File: src/rtl/imem_port_arbiter.sv
// Single-port memory arbiter between instruction fetch (IF) and load/store (LS).
// One transaction in flight; LS wins by default, a starvation counter forces IF through.
module imem_port_arbiter #(
    parameter int ADDR_WIDTH   = 32,
    parameter int DATA_WIDTH   = 32,
    parameter int STARVE_LIMIT = 4
) (
    input  logic                    i_clk,
    input  logic                    i_reset_n,
    input  logic                    i_if_req,
    input  logic [ADDR_WIDTH-1:0]   i_if_addr,
    input  logic                    i_if_flush,
    output logic                    o_if_gnt,
    output logic                    o_if_rvalid,
    output logic [DATA_WIDTH-1:0]   o_if_rdata,
    input  logic                    i_ls_req,
    input  logic                    i_ls_we,
    input  logic [ADDR_WIDTH-1:0]   i_ls_addr,
    input  logic [DATA_WIDTH-1:0]   i_ls_wdata,
    input  logic [DATA_WIDTH/8-1:0] i_ls_be,
    output logic                    o_ls_gnt,
    output logic                    o_ls_rvalid,
    output logic [DATA_WIDTH-1:0]   o_ls_rdata,
    output logic                    o_mem_req,
    output logic                    o_mem_we,
    output logic [ADDR_WIDTH-1:0]   o_mem_addr,
    output logic [DATA_WIDTH-1:0]   o_mem_wdata,
    output logic [DATA_WIDTH/8-1:0] o_mem_be,
    input  logic                    i_mem_rvalid,
    input  logic [DATA_WIDTH-1:0]   i_mem_rdata
);

    localparam int         BW    = DATA_WIDTH / 8;
    localparam logic [3:0] LIMIT = 4'(STARVE_LIMIT);

    typedef enum logic [1:0] {
        IDLE    = 2'd0,
        WAIT_IF = 2'd1,
        WAIT_LS = 2'd2
    } state_t;

    state_t                r_state;
    state_t                w_next_state;
    logic [3:0]            r_starve_cnt;
    logic                  r_drop;
    logic                  r_if_rvalid;
    logic [DATA_WIDTH-1:0] r_if_rdata;
    logic                  r_ls_rvalid;
    logic [DATA_WIDTH-1:0] r_ls_rdata;
    logic                  r_ls_we;
    logic                  w_if_elig;
    logic                  w_if_gnt;
    logic                  w_ls_gnt;

    assign w_if_elig = i_if_req & ~i_if_flush;

    always_comb begin
        w_if_gnt     = 1'b0;
        w_ls_gnt     = 1'b0;
        w_next_state = r_state;
        o_mem_we     = 1'b0;
        o_mem_addr   = '0;
        o_mem_wdata  = '0;
        o_mem_be     = '0;
        case (r_state)
            IDLE: begin
                if ((r_starve_cnt == LIMIT) && w_if_elig) begin
                    w_if_gnt = 1'b1;
                end else if (i_ls_req) begin
                    w_ls_gnt = 1'b1;
                end else if (w_if_elig) begin
                    w_if_gnt = 1'b1;
                end
                if (w_if_gnt) begin
                    w_next_state = WAIT_IF;
                    o_mem_addr   = i_if_addr;
                    o_mem_be     = {BW{1'b1}};
                end else if (w_ls_gnt) begin
                    w_next_state = WAIT_LS;
                    o_mem_we     = i_ls_we;
                    o_mem_addr   = i_ls_addr;
                    o_mem_wdata  = i_ls_wdata;
                    o_mem_be     = i_ls_be;
                end
            end
            WAIT_IF: if (i_mem_rvalid) w_next_state = IDLE;
            WAIT_LS: if (i_mem_rvalid) w_next_state = IDLE;
            default: w_next_state = IDLE;
        endcase
    end

    assign o_if_gnt  = w_if_gnt;
    assign o_ls_gnt  = w_ls_gnt;
    assign o_mem_req = w_if_gnt | w_ls_gnt;

    always_ff @(posedge i_clk) begin
        if (!i_reset_n) begin
            r_state      <= IDLE;
            r_starve_cnt <= '0;
            r_drop       <= 1'b0;
            r_if_rvalid  <= 1'b0;
            r_if_rdata   <= '0;
            r_ls_rvalid  <= 1'b0;
            r_ls_rdata   <= '0;
            r_ls_we      <= 1'b0;
        end else begin
            r_state     <= w_next_state;
            r_if_rvalid <= 1'b0;
            r_ls_rvalid <= 1'b0;
            case (r_state)
                IDLE: begin
                    if (w_if_gnt || !i_if_req) begin
                        r_starve_cnt <= '0;
                    end else if (w_ls_gnt && w_if_elig && (r_starve_cnt < LIMIT)) begin
                        r_starve_cnt <= r_starve_cnt + 4'd1;
                    end
                    if (w_ls_gnt) r_ls_we <= i_ls_we;
                end
                WAIT_IF: begin
                    if (i_if_flush) r_drop <= 1'b1;
                    // A flush in the response cycle itself must also discard it.
                    if (i_mem_rvalid) begin
                        r_drop <= 1'b0;
                        if (!(r_drop || i_if_flush)) begin
                            r_if_rvalid <= 1'b1;
                            r_if_rdata  <= i_mem_rdata;
                        end
                    end
                end
                WAIT_LS: begin
                    if (i_mem_rvalid) begin
                        r_ls_rvalid <= 1'b1;
                        r_ls_rdata  <= r_ls_we ? '0 : i_mem_rdata;
                    end
                end
                default: ;
            endcase
        end
    end

    assign o_if_rvalid = r_if_rvalid;
    assign o_if_rdata  = r_if_rdata;
    assign o_ls_rvalid = r_ls_rvalid;
    assign o_ls_rdata  = r_ls_rdata;

endmodule

File: config.mk
export PLATFORM = sky130hd
export DESIGN_NAME = imem_port_arbiter
export DESIGN_NICKNAME = d
export VERILOG_FILES = /design/src/rtl/imem_port_arbiter.sv
export SDC_FILE = /design/constraint.sdc
export NUM_CORES = 1
export LEC_CHECK = 0
export ABC_CLOCK_PERIOD_IN_PS = 1800
export BUFFER_PORTS_ARGS = -buffer_cell sky130_fd_sc_hd__buf_2
export CORE_AREA = 2 2 107 109
export CTS_BUF_LIST = sky130_fd_sc_hd__clkbuf_8
export DETAILED_ROUTE_END_ITERATION = 7
export DIE_AREA = 0 0 109 111
export PLACE_DENSITY = 0.67
export SYNTH_ARGS = -nofsm -noshare
export SYNTH_HDL_FRONTEND = slang
export SYNTH_SLANG_ARGS = --single-unit
File: constraint.sdc
create_clock -name i_clk -period 1.8 [get_ports i_clk]
set_clock_uncertainty 0.05 [all_clocks]
set_input_delay 0.36 -clock i_clk [delete_from_list [all_inputs] [get_ports i_clk]]
set_output_delay 0.36 -clock i_clk [all_outputs]
set_load 0.005 [all_outputs]
* Word-level counts from Yosys, hierarchy flattened
Index checks and enable logic that the tools add are counted.
Word-level totals: flip-flop bits (word level) 74, input bits 139, output and inout port bits 138
Cells by class: add/subtract/negate cells 1, $lt $le $gt $ge 1, equal/unequal tests 5, muxes and demuxes 32, bitwise gates (word level) 4, reduce and logical (&&, ||, !) cells 18
Operators with widths (count):
- $mux W32 | 7
- $mux W4 | 5
- $mux W1 | 16
- $reduce_and A2 Y1 | 6
- $mux W2 | 3
- $reduce_and A3 Y1 | 2
- $add A4 B1 Y4 const B | 1
- $eq A4 B3 Y1 const B | 1
- $lt A4 B3 Y1 const B | 1
- $pmux W2 S2 | 1
- $reduce_bool A2 Y1 | 2
- $logic_and A1 B1 Y1 | 3
- $ne A3 B1 Y1 const B | 1
- $eq A2 B1 Y1 const B | 1
- $eq A2 B2 Y1 const B | 1
- $logic_not A2 Y1 | 1
- $logic_or A1 B1 Y1 | 2
- $ne A2 B1 Y1 const B | 1
- $not A1 Y1 | 2
- $reduce_or A2 Y1 | 1
- $and A1 B1 Y1 | 1
- $logic_not A1 Y1 | 1
- $or A1 B1 Y1 | 1

* Logic depth before layout (Yosys ltp)
Gate-level depths: netlist of run 1.
word-level depth 10, mapped depth 8, depth with buffers taken out 6

* Worst setup path after synthesis of run 1
OpenSTA, ideal clock, no wires.
path kind flip-flop to output port, start register r_state[0], end output port o_mem_addr[0], arrival time 1.342 ns, slack 0.048 ns, stages on the path, launching flop included 8, buffers on the path 2, cell sequence dfxtp_1 > inv_1 > ha_1 > nand2_1 > o21ba_1 > buf_6 > buf_6 > a22o_1
On the way: word-level cells in the longest chain between the ends 2
Ends and longest elaborated chain:
- start, declared | line 42 | state_t r_state;
- start signal, assigned | line 107 | r_state <= w_next_state;
- $logic_not A2 Y1 | line 65 | case (r_state)
- $mux W32 | line 65
- end, declared | line 26 | output logic [ADDR_WIDTH-1:0] o_mem_addr,
No other way between the ends.

* Worst setup path in the final report of run 1
start register r_starve_cnt[0], end output port o_mem_addr[26]
On the way: word-level cells in the longest chain between the ends 7, elaborated cells between the ends (all ways) 9, those cells by class eq/ne (1); mux (7); reduce/logical (1)
Ends and longest elaborated chain:
- start, declared | line 44 | logic [3:0] r_starve_cnt;
- start signal, assigned | line 115 | r_starve_cnt <= r_starve_cnt + 4'd1;
- $eq A4 B3 Y1 (*) | line 67 | if ((r_starve_cnt == LIMIT) && w_if_elig) begin
- $logic_and A1 B1 Y1 (*) | line 67
- $mux W1 | line 67
- $mux W1 | line 65
- $mux W32 | line 78 | end else if (w_ls_gnt) begin
- $mux W32 (*) | line 74 | if (w_if_gnt) begin
- $mux W32 (*) | line 65
Every way passes the cells marked *; elsewhere a longest branch is shown, timed or not. The select of a mux whose other input is x is not followed.

==> flow_summary.json, run 1 <==
{
  "status": "finished with violations",
  "violations": "setup timing",
  "die_h_um": 111,
  "pin_count": 277,
  "grt_max_degree": 38,
  "combinationalPowerShare": 0.232,
  "final_common_cell": "buf_2",
  "drt_wl_total_um": 13200,
  "grt_pass1_wl_um": 18900,
  "total_power_uw": 4230,
  "p_switching_uw": 1030,
  "yosysTopAreaCellShare": 0.458,
  "worstSkewPairLatency_ps": 340,
  "final_cell_mix": "buf_2, nand2_1, dfxtp_1",
  "avgRoutedWirePerCell_um": 16.3,
  "fp.dieW_um": 109,
  "syn_to_final_growth_pct": 74.4,
  "clock_power_share": 0.365,
  "finalWorstSetupSlack_ps": -491,
  "clk_path_buf_depth": 2,
  "initial_core_util": 0.292,
  "ir_drop_mv": 0.505,
  "placed_area_um2": 4910,
  "cts.htree.levels": 3,
  "ys_types": 34,
  "p_leak_uw": 0.00289,
  "syn_nets": 503,
  "finalSetupViolCount": 72,
  "finalNetCount": 804,
  "hold_path.class": "in2reg",
  "rsz0062_at_grt": "true",
  "seq_area_frac_synth": 0.458,
  "cts_made_buffers": 9,
  "fmax_mhz": 437,
  "synth.largest_area_cell": "dfxtp_1",
  "grt_pass1_vias": 3745,
  "ant_nets": 0,
  "tightest_slew_ps": 328,
  "clkSlewWorstSetupHoldPaths_ps": 80,
  "portBuffers": 276,
  "synth_warnings": 0,
  "clock_sinks": 74,
  "rows": 39,
  "avgSynthCellArea_um2": 9.01,
  "antenna_found_initial": 0,
  "drive_above_1_share": 0.555,
  "crit_required_ps": 1390,
  "cp-end-kind": "primary output",
  "max_slew_margin": 0.781,
  "hold_viol": 0,
  "gp_congestion": 0.797,
  "synthArstFlopShare": 0,
  "cellPowerDensity_nw_per_um2": 749,
  "hpwl_um": 9410,
  "drtIter0Drc": 249,
  "n_antenna_cell": 0,
  "whs_ps": 187,
  "post-route-period-util": 1.27,
  "grt_usage": 0.200,
  "core_area_um2": 11100,
  "syn_area_um2": 3240,
  "crit_fanout": 7,
  "synth.area.top_cells": "dfxtp_1, a22o_1, nand2_1",
  "ys_ff_latch": 74,
  "cts_tree": "yes",
  "grt_remaining_overflow": 0,
  "via_per_inst": 4.83,
  "post-route-util": 0.510,
  "worstPathArrival_ps": 1880,
  "finalMaxSlewViolations": 0,
  "cap_violations": 0,
  "finalSetupTns_ps": -28720,
  "die_area_um2": 12100,
  "ys.flop_type": "dfxtp_1",
  "power.internal_uw": 3200,
  "drt_drc_violations_left": 0,
  "synth_edf_count": 0,
  "start_kind": "flip-flop",
  "netlist_instances": 359,
  "drtPass1Iterations": 4,
  "fin_crit_ps": 2290,
  "design_area_um2": 5640,
  "crit_type": "reg2out",
  "vias": 3904,
  "pwr-share-seq": 0.403,
  "root_buffer": "clkbuf_8",
  "switching_share": 0.244
}
[cell usage after synthesis (all sizes together), types with 3 or more instances]
| cell | number |
|---|---|
| inv | 7 |
| a21o | 5 |
| nand2 | 73 |
| nor2 | 5 |
| dfxtp | 74 |
| a22o | 64 |
| a21oi | 36 |
| ha | 5 |
| nand2b | 3 |
| a211oi | 3 |
| o21ai | 4 |
| nand3 | 3 |
| clkbuf | 6 |
| buf | 24 |
| and2 | 33 |
[worst paths after layout]
| path | start | to | slack (ps) | depth (start not counted) |
|---|---|---|---|---|
| setup reg to reg | r_state[0] | o_ls_rdata[15] | 100 | 8 |
| hold / removal | i_mem_rdata[7] | o_ls_rdata[7] | 190 | 2 |
| hold reg to reg | o_if_rdata[9] | o_if_rdata[9] | 400 | 2 |
| setup / recovery | r_starve_cnt[0] | o_mem_addr[26] | -490 | 9 |
[routing by layer]
metal,wire length (um),share of wire,global-route usage,up-vias
li1,-,-,-,1856
met1,5040,0.38,0.224,1827
met2,6720,0.51,0.361,194
met3,1220,0.092,0.0582,27
met4,233,0.018,0.0556,0
met5,0,0,0,-
[final cells by class]
cell class	instances	area, um2
repair buffers	320	2060
clock buffers	10	138
flip-flops and latches	74	1490
multi-input cells	248	1650
fillers	1016	5430
inverters	7	26.3
clock inverters	6	106
well taps	143	179
[logic make-up after synthesis]
group	share of synthesized area
AOI/OAI and AO/OA	0.270
adders and majority gates	0.0193
buffers and inverters	0.0650
DFF	0.458
and+or+nand+nor	0.188
[state kept, by name, indices dropped and copies added, names as in the netlist]
register      cells
o_ls_rdata       32
r_drop            1
o_ls_rvalid       1
r_starve_cnt      4
r_state           2
o_if_rdata       32
o_if_rvalid       1
r_ls_we           1
[worst max-delay path, stage by stage, from the launching register on]
cell and delay [ps]:
dfxtp_2 320, inv_2 60, ha_4 150, nand3b_4 100
a211oi_4 250, buf_6 190, buf_12 110, buf_16 100
a22o_1 130, buf_2 130
[per-stage QoR]
| step | setup WS (ps) | cells |
|---|---|---|
| 2_1_floorplan | 48.3 | 359 |
| 6_report | -491 | 808 |
| 3_3_place_gp | -96.8 | 774 |
| 3_5_place_dp | -161 | 774 |
| 4_1_cts | -498 | 801 |
| 5_1_grt | -599 | 808 |
[power groups by stage]
| stage | combinational [uW] | clock (uW) | sequential [uW] |
|---|---|---|---|
| final | 980 | 1540 | 1700 |
| after global routing | 1050 | 1660 | 1710 |
| after CTS | 894 | 1600 | 1700 |
| after detailed placement | 780 | 0 | 1740 |
| after global placement | 768 | 0 | 1740 |
| after floorplan | 334 | 0 | 1740 |
[repair_timing]
action,4_1_cts,5_1_grt
hold endpoints to repair,0,0
setup endpoints to repair,72,72
pin swaps,8,17
setup buffers,5,7
gates cloned,6,2
hold buffers,0,0
gates resized for setup,19,40
(Power assumes the default switching activity.)
==> run 2, diff against run 1 <==
--- a/config.mk
+++ b/config.mk
@@ -7,10 +7,12 @@
 export LEC_CHECK = 0
 export ABC_CLOCK_PERIOD_IN_PS = 1800
 export BUFFER_PORTS_ARGS = -buffer_cell sky130_fd_sc_hd__buf_2
+export CAP_MARGIN = 20
 export CORE_AREA = 2 2 107 109
 export CTS_BUF_LIST = sky130_fd_sc_hd__clkbuf_8
 export DETAILED_ROUTE_END_ITERATION = 7
 export DIE_AREA = 0 0 109 111
+export GPL_TIMING_DRIVEN = 0
 export PLACE_DENSITY = 0.67
 export SYNTH_ARGS = -nofsm -noshare
 export SYNTH_HDL_FRONTEND = slang
==> run 2 against run 1 <==
  * The run still ends with setup timing left
  * Worst hold slack worse by 2.2 ps
  * Sequential power hardly changed
  * Cell area is 0.47% higher
  * Sequential share of layout area is 0.12 points lower
  * Combinational power is 7% higher
  * Final cell count is 0.99% higher
  * Sequential cell count stayed put
  * Power is 4.8% lower
  * Wire length is 1.7% higher
  * Maximum frequency is 0.99% higher
  * Core utilization is 0.24 points higher
  * Critical endpoint is now o_mem_addr[3]
  * Largest cell class unchanged
  * Largest power group unchanged
  * Highest routed layer unchanged
==> flow_summary.json, run 2 (synthesized netlist as in run 1, its figures left out) <==
{
  "cts_made_buffers": 9,
  "drt_wl_total_um": 13400,
  "hpwl_um": 9850,
  "crit_fanout": 5,
  "rows": 39,
  "clk_path_buf_depth": 2,
  "fmax_mhz": 441,
  "tightest_slew_ps": 518,
  "fin_crit_ps": 2270,
  "finalNetCount": 812,
  "finalSetupTns_ps": -28160,
  "worstPathArrival_ps": 1860,
  "ir_drop_mv": 0.515,
  "hold_path.class": "in2reg",
  "gp_congestion": 0.805,
  "clock_sinks": 74,
  "r2r.worst_path.cells": 8,
  "finalSetupViolCount": 72,
  "r2r_start": "r_state[0]",
  "hold_viol": 0,
  "holdPathEnd": "o_ls_rdata[16]",
  "start_kind": "flip-flop",
  "die_h_um": 111,
  "die_area_um2": 12100,
  "n_antenna_cell": 0,
  "avgRoutedWirePerCell_um": 16.5,
  "drtPass1Iterations": 6,
  "whs_ps": 185,
  "syn_to_final_growth_pct": 75.3,
  "cp_slowest_cell": "dfxtp_2",
  "core_area_um2": 11100,
  "post-route-period-util": 1.26,
  "clkSlewWorstSetupHoldPaths_ps": 70,
  "finalWorstSetupSlack_ps": -468,
  "drt_drc_violations_left": 0,
  "min_from": "i_mem_rdata[16]",
  "fp.dieW_um": 109,
  "grt_pass1_wl_um": 18200,
  "n_fill_cell": 1042,
  "root_buffer": "clkbuf_8",
  "whs_path_depth": 2,
  "crit_family": "buffers and inverters",
  "grt_max_degree": 12,
  "placed_area_um2": 4790,
  "finalMaxSlewViolations": 0,
  "cts_tree": "yes",
  "crit_chain": "inv_2 > ha_4 > nand3b_4 > o21ba_4 > buf_12 > clkbuf_16 > a22o_1 > buf_2",
  "grt_usage": 0.194,
  "grt_remaining_overflow": 0,
  "rsz0062_at_grt": "true",
  "drive_above_1_share": 0.574,
  "worstSkewPairLatency_ps": 340,
  "drtIter0Drc": 204,
  "r2r-end": "o_ls_rdata[23]",
  "pin_count": 277,
  "critPathBufInv": 4,
  "violations": "setup timing",
  "vias": 3890,
  "portBuffers": 275,
  "place_ws_ps": -383,
  "slowest_delay_ps": 320,
  "p_leak_uw": 0.00292,
  "cap_violations": 0,
  "status": "finished with violations",
  "final_common_cell": "buf_2",
  "cp-end-kind": "primary output",
  "cts_hold_buffers": 0,
  "initial_core_util": 0.292,
  "ant_nets": 0,
  "max_slew_margin": 0.655,
  "via_per_inst": 4.77,
  "final_cell_mix": "buf_2, nand2_1, dfxtp_1",
  "cts.htree.levels": 3,
  "cellPowerDensity_nw_per_um2": 710,
  "crit_required_ps": 1390,
  "grt_pass1_vias": 3656,
  "design_area_um2": 5670,
  "antenna_found_initial": 0,
  "rrSetupSlack_ps": 40,
  "crit_type": "reg2out"
}
[run 2: worst max path at each step]
stage | start | end | slack [ps] | cells after the start
5_1_grt | r_state[0] | o_mem_addr[6] | -550 | 8
6_report | r_starve_cnt[1] | o_mem_addr[3] | -470 | 8
3_3_place_gp | i_if_flush | o_mem_addr[12] | -360 | 7
2_1_floorplan | r_state[0] | o_mem_addr[0] | 50 | 7
3_5_place_dp | r_starve_cnt[0] | o_mem_addr[3] | -380 | 8
4_1_cts | r_starve_cnt[1] | o_mem_addr[19] | -490 | 8
[run 2: worst reg2reg max path: cells and delay by family (launching register included)]
kind	cells	cell delay, ps
buffers and inverters	4	530
DFF	1	350
and+or+nand+nor	2	330
adders and majority gates	1	210
AOI/OAI and AO/OA	1	180
[run 2: final cells by class]
type / instances / area [um2] / area share
Tap cell: 143 / 179 / 0.0316
Inverter: 7 / 26.3 / 0.00463
Multi-Input combinational cell: 248 / 1680 / 0.296
Clock buffer: 11 / 151 / 0.0267
Clock inverter: 5 / 46.3 / 0.00816
Timing Repair Buffer: 299 / 1840 / 0.324
Sequential cell: 74 / 1490 / 0.262
Buffer: 29 / 267 / 0.0470
[run 2: metrics by stage]
step	std cells	power, uW	utilization
final	816	4030	0.512
after global routing	816	4210	0.512
after CTS	803	3830	0.464
after detailed placement	777	2500	0.433
after global placement	777	2480	0.433
after floorplan	359	2080	-
[run 2: routing by layer]
layer / GRT usage / wire, um
met1: 0.205 / 4960
met2: 0.359 / 7240
met3: 0.0705 / 1180
met4: 0.0427 / 55
met5: 0 / 0
[run 2: timing repair]
action	CTS	global route
buffers inserted	7	7
endpoints found under the setup margin	111	102
gates resized for setup	28	98
cloned	3	7
pin swaps	6	47
[run 2: where the power goes]
| part | switching, uW | internal (uW) | leakage [uW] |
|---|---|---|---|
| clock | 575 | 699 | 0.000113 |
| combinational | 435 | 610 | 0.00221 |
| sequential | 24.2 | 1680 | 0.000600 |
| total | 1030 | 2990 | 0.00292 |
